<file path="config.mk">
export PLATFORM = sky130hd
export DESIGN_NAME = sdram_frame_sched
export DESIGN_NICKNAME = d
export VERILOG_FILES = /design/src/rtl/sdram_sched_pkg.sv /design/src/rtl/sched_row_ctr.sv /design/src/rtl/sdram_frame_sched.sv
export SDC_FILE = /design/constraint.sdc
export NUM_CORES = 1
export LEC_CHECK = 0
export ABC_AREA = 1
export BUFFER_PORTS_ARGS = -buffer_cell sky130_fd_sc_hd__buf_2
export CAP_MARGIN = 10
export CORE_AREA = 2 2 70 72
export CTS_CLUSTER_SIZE = 30
export DETAILED_ROUTE_END_ITERATION = 10
export DIE_AREA = 0 0 72 74
export HOLD_SLACK_MARGIN = 0.15
export PLACE_DENSITY = 0.7
export SLEW_MARGIN = 25
export SYNTH_ARGS = -nofsm -noshare
export SYNTH_HDL_FRONTEND = slang
export SYNTH_SLANG_ARGS = --single-unit
</file>
<file path="constraint.sdc">
create_clock -name clk_133M -period 3.3 [get_ports clk_133M]
set_input_delay 0.33 -clock clk_133M [delete_from_list [all_inputs] [get_ports clk_133M]]
set_output_delay 0.33 -clock clk_133M [all_outputs]
set_load 0.01 [all_outputs]
</file>
<file path="src/rtl/sdram_sched_pkg.sv">
// Shared encodings, field widths and default thresholds for the SDRAM frame scheduler.
// Also holds the row-to-address packing helper used by both request sides.
package sdram_sched_pkg;

    localparam logic [1:0] ST_IDLE    = 2'd0;
    localparam logic [1:0] ST_WR_WAIT = 2'd1;
    localparam logic [1:0] ST_RD_WAIT = 2'd2;

    localparam int ADDR_W        = 24;
    localparam int ROW_W         = 13;
    localparam int FIFO_W        = 11;
    localparam int TMO_W         = 12;
    localparam int SCHED_ROW_LSB = 9;
    localparam int BANK_W        = ADDR_W - ROW_W - SCHED_ROW_LSB;

    localparam int ROWS_DEF        = 128;
    localparam int WR_THRESH_DEF   = 512;
    localparam int RD_THRESH_DEF   = 512;
    localparam int WR_URGENT_DEF   = 1536;
    localparam int ACK_TIMEOUT_DEF = 4095;

    // Bank bits above the row field and column bits below it are always zero.
    function automatic logic [ADDR_W-1:0] row_addr(input logic [ROW_W-1:0] row, input int lsb);
        return ADDR_W'(row) << lsb;
    endfunction

endpackage

</file>
<file path="src/rtl/sched_row_ctr.sv">
// 13-bit row counter with clear, increment and saturate-at-limit controls.
// Clear wins over increment; increment is ignored once the count reaches sat_i.
module sched_row_ctr
    import sdram_sched_pkg::*;
(
    input  logic             clk_133M,
    input  logic             rst_133,
    input  logic             inc_i,
    input  logic             clr_i,
    input  logic [ROW_W-1:0] sat_i,
    output logic [ROW_W-1:0] cnt_o
);

    logic [ROW_W-1:0] cnt_q, cnt_d;

    // NOTE: default assignment first so no path through always_comb infers a latch.
    always_comb begin
        cnt_d = cnt_q;
        if (clr_i) begin
            cnt_d = '0;
        end else if (inc_i && (cnt_q < sat_i)) begin
            cnt_d = cnt_q + ROW_W'(1);
        end
    end

    // NOTE: non-blocking assignments for every flop so all registers update together.
    always_ff @(posedge clk_133M or negedge rst_133) begin
        if (!rst_133) begin
            cnt_q <= '0;
        end else begin
            cnt_q <= cnt_d;
        end
    end

    assign cnt_o = cnt_q;

endmodule

</file>
<file path="src/rtl/sdram_frame_sched.sv">
// Write-then-read row burst scheduler for the single-port SDRAM request interface.
// Optional ack watchdog enabled by defining SDRAM_SCHED_ACK_TIMEOUT_EN.
module sdram_frame_sched
    import sdram_sched_pkg::*;
#(
    parameter int ROWS      = ROWS_DEF,
    parameter int ROW_LSB   = SCHED_ROW_LSB,
    parameter int WR_THRESH = WR_THRESH_DEF,
    parameter int RD_THRESH = RD_THRESH_DEF,
`ifdef SDRAM_SCHED_ACK_TIMEOUT_EN
    parameter int ACK_TIMEOUT = ACK_TIMEOUT_DEF,
`endif
    parameter int WR_URGENT = WR_URGENT_DEF
) (
    input  logic              clk_133M,
    input  logic              rst_133,
    input  logic              vsync_i,
    input  logic [FIFO_W-1:0] wr_fifo_used_i,
    input  logic [FIFO_W-1:0] rd_fifo_used_i,
    input  logic              wr_sdram_ack_i,
    input  logic              rd_sdram_ack_i,
    output logic              wr_sdram_req_o,
    output logic [ADDR_W-1:0] wr_sdram_add_o,
    output logic              rd_sdram_req_o,
    output logic [ADDR_W-1:0] rd_sdram_add_o,
    output logic              wr_done_o,
    output logic [7:0]        frame_rows_o,
    output logic              err_o
);

    logic             vs_meta_q, vs_s_q;
    logic [1:0]       state_q, state_d;
    logic             wr_done_q, wr_done_d;
    logic [ROW_W-1:0] wr_row, rd_row;
    logic             wr_ack_ok, rd_ack_ok, tmo_hit;
    logic             wr_elig, rd_elig, wr_urgent;
    logic             rd_inc, rd_clr;

    // VSYNC crosses in from the pixel clock domain.
    always_ff @(posedge clk_133M or negedge rst_133) begin
        if (!rst_133) begin
            vs_meta_q <= 1'b0;
            vs_s_q    <= 1'b0;
        end else begin
            vs_meta_q <= vsync_i;
            vs_s_q    <= vs_meta_q;
        end
    end

    assign wr_ack_ok = (state_q == ST_WR_WAIT) && wr_sdram_ack_i;
    assign rd_ack_ok = (state_q == ST_RD_WAIT) && rd_sdram_ack_i;

    assign wr_elig   = !wr_done_q && (wr_fifo_used_i >= FIFO_W'(WR_THRESH));
    assign wr_urgent = wr_fifo_used_i >= FIFO_W'(WR_URGENT);
    assign rd_elig   = wr_done_q && vs_s_q && (rd_fifo_used_i <= FIFO_W'(RD_THRESH))
                       && (rd_row < ROW_W'(ROWS));

    always_comb begin
        state_d = state_q;
        case (state_q)
            ST_IDLE: begin
                if (wr_elig && (!rd_elig || wr_urgent)) begin
                    state_d = ST_WR_WAIT;
                end else if (rd_elig) begin
                    state_d = ST_RD_WAIT;
                end
            end
            ST_WR_WAIT: if (wr_ack_ok || tmo_hit) state_d = ST_IDLE;
            ST_RD_WAIT: if (rd_ack_ok || tmo_hit) state_d = ST_IDLE;
            default:    state_d = ST_IDLE;
        endcase
    end

    // A read finishing inside the blank restarts the frame instead of advancing it.
    assign rd_inc    = rd_ack_ok && vs_s_q;
    assign rd_clr    = !vs_s_q && ((state_q == ST_IDLE) || rd_ack_ok);
    assign wr_done_d = wr_done_q || (wr_ack_ok && (wr_row == ROW_W'(ROWS - 1)));

    always_ff @(posedge clk_133M or negedge rst_133) begin
        if (!rst_133) begin
            state_q   <= ST_IDLE;
            wr_done_q <= 1'b0;
        end else begin
            state_q   <= state_d;
            wr_done_q <= wr_done_d;
        end
    end

    sched_row_ctr u_wr_row (
        .clk_133M (clk_133M),
        .rst_133  (rst_133),
        .inc_i    (wr_ack_ok),
        .clr_i    (1'b0),
        .sat_i    (ROW_W'(ROWS)),
        .cnt_o    (wr_row)
    );

    sched_row_ctr u_rd_row (
        .clk_133M (clk_133M),
        .rst_133  (rst_133),
        .inc_i    (rd_inc),
        .clr_i    (rd_clr),
        .sat_i    (ROW_W'(ROWS)),
        .cnt_o    (rd_row)
    );

`ifdef SDRAM_SCHED_ACK_TIMEOUT_EN
    logic [TMO_W-1:0] tmo_q, tmo_d;
    logic             err_q;
    logic             in_wait;

    assign in_wait = (state_q == ST_WR_WAIT) || (state_q == ST_RD_WAIT);
    assign tmo_hit = in_wait && !wr_ack_ok && !rd_ack_ok && (tmo_q == TMO_W'(ACK_TIMEOUT - 1));

    always_comb begin
        tmo_d = '0;
        if (in_wait && !wr_ack_ok && !rd_ack_ok && !tmo_hit) tmo_d = tmo_q + TMO_W'(1);
    end

    always_ff @(posedge clk_133M or negedge rst_133) begin
        if (!rst_133) begin
            tmo_q <= '0;
            err_q <= 1'b0;
        end else begin
            tmo_q <= tmo_d;
            err_q <= err_q || tmo_hit;
        end
    end

    assign err_o = err_q;
`else
    assign tmo_hit = 1'b0;
    assign err_o   = 1'b0;
`endif

    assign wr_sdram_req_o = (state_q == ST_WR_WAIT);
    assign rd_sdram_req_o = (state_q == ST_RD_WAIT);
    assign wr_sdram_add_o = row_addr(wr_row, ROW_LSB);
    assign rd_sdram_add_o = row_addr(rd_row, ROW_LSB);
    assign wr_done_o      = wr_done_q;
    assign frame_rows_o   = rd_row[7:0];

endmodule

</file>
==> qor.csv <==
stage,metric,value,unit
clock_network,root_buffer,clkbuf_8,
clock_network,cts_tree,done,
synthesis,synth.ff_latch_count,31,
synthesis,syn_area,0.00178,mm2
floorplanning,die_area,0.00533,mm2
floorplanning,ios,87,
worst_setup_path,end_kind,output pin,
route,wl_met2,1.67,mm
power,p_int,593,uW
power,leakagePower,0.00122,uW
power,swShare,24.1,%
synthesis,ys_seq_area_share,43.5,%
synthesis,synth_compound_area_share,3.93,%
floorplanning,start_util,38.8,%
synthesis,synth-simple-area-share,27.1,%
power,power-per-cell-area,377,mW/mm2
timing,min_period_over_period,43.0,%
power,pwr-share-clk,42.4,%
timing,rsz0062_at_grt,false,
timing,tns,0,ns
worst_setup_path,critPathRequiredTime,2.97,ns
cells_and_area,layout-drive-gt1-share,27.9,%
synthesis,synth_top_area_share,43.5,%
route,post-route-drc-count,0,
worst_setup_path,path_delay_family,flip-flops,
route,route.detailed.vias_per_inst,4.37,
timing,fmax,704,MHz
synthesis,synthMuxAreaShare,0,%
route,wl_met1,1.46,mm
timing,slew_headroom,53.6,%
clock_network,htree_levels,2,
cells_and_area,design_area,0.00207,mm2
worst_setup_path,crit_buf_inv,2,
timing,tightest_slew,0.696,ns
clock_network,clockBufferDepth,2,
cells_and_area,fin_nets,300,
route,drt-initial-drc-count,69,
placement,numPortBuffers,54,
placement,dp_slack,1.93,ns
cells_and_area,stdcell_count,326,
worst_setup_path,critical-path-max-stage-delay,0.44,ns
synthesis,synth_top_area_cell,dfrtp_1,
floorplanning,core.rowCount,25,
synthesis,yosysWarnings,0,
floorplanning,core_area,0.00460,mm2
synthesis,ys_types,28,
global_route,grt_pass1_vias,1247,
status,status,"finished, final reports clean",
cells_and_area,mostFrequentLayoutCells,"buf_2 (54), nand2_1 (51), dfrtp_1 (31)",
power,vdd_drop_max,0.233,mV
timing,setup_viol_count_final,0,
synthesis,synth_top_family_by_area,simple AND/OR/NAND/NOR gates,
placement,gp_congestion,0.813,
power,seqPwrFrac,49.7,%
worst_setup_path,crit_slowest_cell,dfrtp_1,
route,routed_wirelength,3.38,mm
synthesis,synthAdderAreaFrac,1.40,%
route,via_count,1425,
placement,placed_cells,316,
worst_setup_path,path_cells,"inv_2, nor2_2, buf_2",
timing,finalCriticalPeriod,1.42,ns
worst_setup_path,worst-path-max-fanout,3,
route,ant_nets,0,
hold_path,hp-class,in2reg,
route,routed.top_layer,met4,
synthesis,synthCells,222,
synthesis,synth_xor_area_share,3.44,%
route,wl_per_cell,10.4,um
route,drtPass1Iterations,4,
global_route,grt_max_degree,32,
cells_and_area,post-route-util,45.1,%
global_route,track_usage,13.8,%
cells_and_area,antenna-diode-count,0,
route,dr_wl_met3,218,um
timing,setup_ws,1.88,ns
clock_network,clk_pin_slew_worst_paths,0.06,ns
global_route,grt-ovfl-total,0,
clock_network,clock_latency,0.29,ns
global_route,antenna_found_initial,0,
floorplanning,die_h,74,um
clock_network,cts_buffers,5,
timing,final_hold_viol_count,0,
cells_and_area,syn_to_final_growth,16.2,%
power,p_sw,188,uW
synthesis,ys_top_cells_by_area,"dfrtp_1 (44%), buf_4 (13%), nand2_1 (11%)",
global_route,grt_pass1_wl,5.59,mm
cells_and_area,layout_commonest_cell,buf_2,
run,max_cap_violations,0,
timing,skew,0.00820,ns
worst_setup_path,critPathArrivalTime,1.09,ns
synthesis,syn_avg_cell_area,8.03,um2
placement,dp_hpwl,2.54,mm
floorplanning,fp.dieW,72,um
timing,slew_violations,0,
worst_setup_path,worst-setup-path-type,reg2out,
clock_network,cts.sinks,31,
placement,dpl-instance-area,0.00195,mm2
worst_setup_path,cp-start-kind,flip-flop,
power,power_frac_comb,7.9,%
[sequential cells by signal (all words and copies together) (netlist names)]
name / count
state_q: 2
u_rd_row.cnt_o: 13
u_wr_row.cnt_o: 13
vs_meta_q: 1
vs_s_q: 1
wr_done_o: 1
[Yosys cell counts (all sizes together)]
| cell type | instances |
|---|---|
| inv | 30 |
| o21ai | 7 |
| or2 | 1 |
| dfrtp | 31 |
| o21bai | 1 |
| buf | 31 |
| conb | 1 |
| nor2 | 29 |
| nand3 | 8 |
| nor3 | 1 |
| nor4 | 2 |
| and2 | 1 |
| xor2 | 4 |
| nand4 | 8 |
| clkbuf | 5 |
| nand3b | 1 |
| o31ai | 1 |
| xnor2 | 3 |
| ha | 2 |
| nand2 | 54 |
| a211oi | 1 |
[power by group through the flow]
stage | Sequential (uW) | Clock, uW | Combinational (uW)
final | 388 | 331 | 61.5
after CTS | 388 | 344 | 62.8
after floorplan | 394 | 0 | 55.6
after detailed placement | 395 | 0 | 61.0
after global routing | 388 | 361 | 71.3
after global placement | 395 | 0 | 59.9
[worst paths after layout]
kind | startpoint | to | cells past startpoint | slack (ns)
worst min-delay path | rd_fifo_used_i[9] | state_q[1] | 4 | 0.33
worst min register to register | vs_meta_q | vs_s_q | 0 | 0.35
worst max-delay path | state_q[0] | wr_sdram_req_o | 3 | 1.88
max in group asynchronous | rst_133 | u_wr_row.cnt_o[5] | 2 | 2.22
min in group asynchronous | rst_133 | u_rd_row.cnt_o[6] | 2 | 0.62
worst max register to register | u_rd_row.cnt_o[7] | u_rd_row.cnt_o[4] | 6 | 1.95
[routing by layer]
layer | vias up | GRT usage [%]
met2 | 48 | 22.1
met4 | 0 | 5.66
met5 | - | 0
li1 | 722 | -
met3 | 5 | 5.42
met1 | 650 | 16.9
[worst min-delay path, delay by kind of cell]
kind          cells  cell delay, ns
buf+inv           1            0.07
simple gates      3            0.17
[area by class of cell]
cell class,count,area (um2)
fill,482,2530
sequential,31,776
multi-input combinational,147,726
timing repair buffer,56,290
inverter,30,113
clock buffer,8,100
tap,54,67.6
[kinds of logic after synthesis]
family,count (synthesis)
AND/OR/NAND/NOR,105
XOR/XNOR,7
adder cells (fa/ha/maj),2
AO/OA/AOI/OAI,10
buffers and inverters,66
flip-flops,31
other,1
[per-stage QoR]
step,total power (uW),hold slack (ns)
2_1_floorplan,450,0.0344
4_1_cts,794,0.333
6_report,781,0.325
3_3_place_gp,455,0.332
3_5_place_dp,456,0.338
5_1_grt,821,0.346
[what timing repair did]
item	4_1_cts	5_1_grt
hold buffers	2	0
buffers inserted	0	0
resized for setup	0	0
hold endpoints to repair	32	0
No activity file was read; power rests on OpenSTA's default activity.
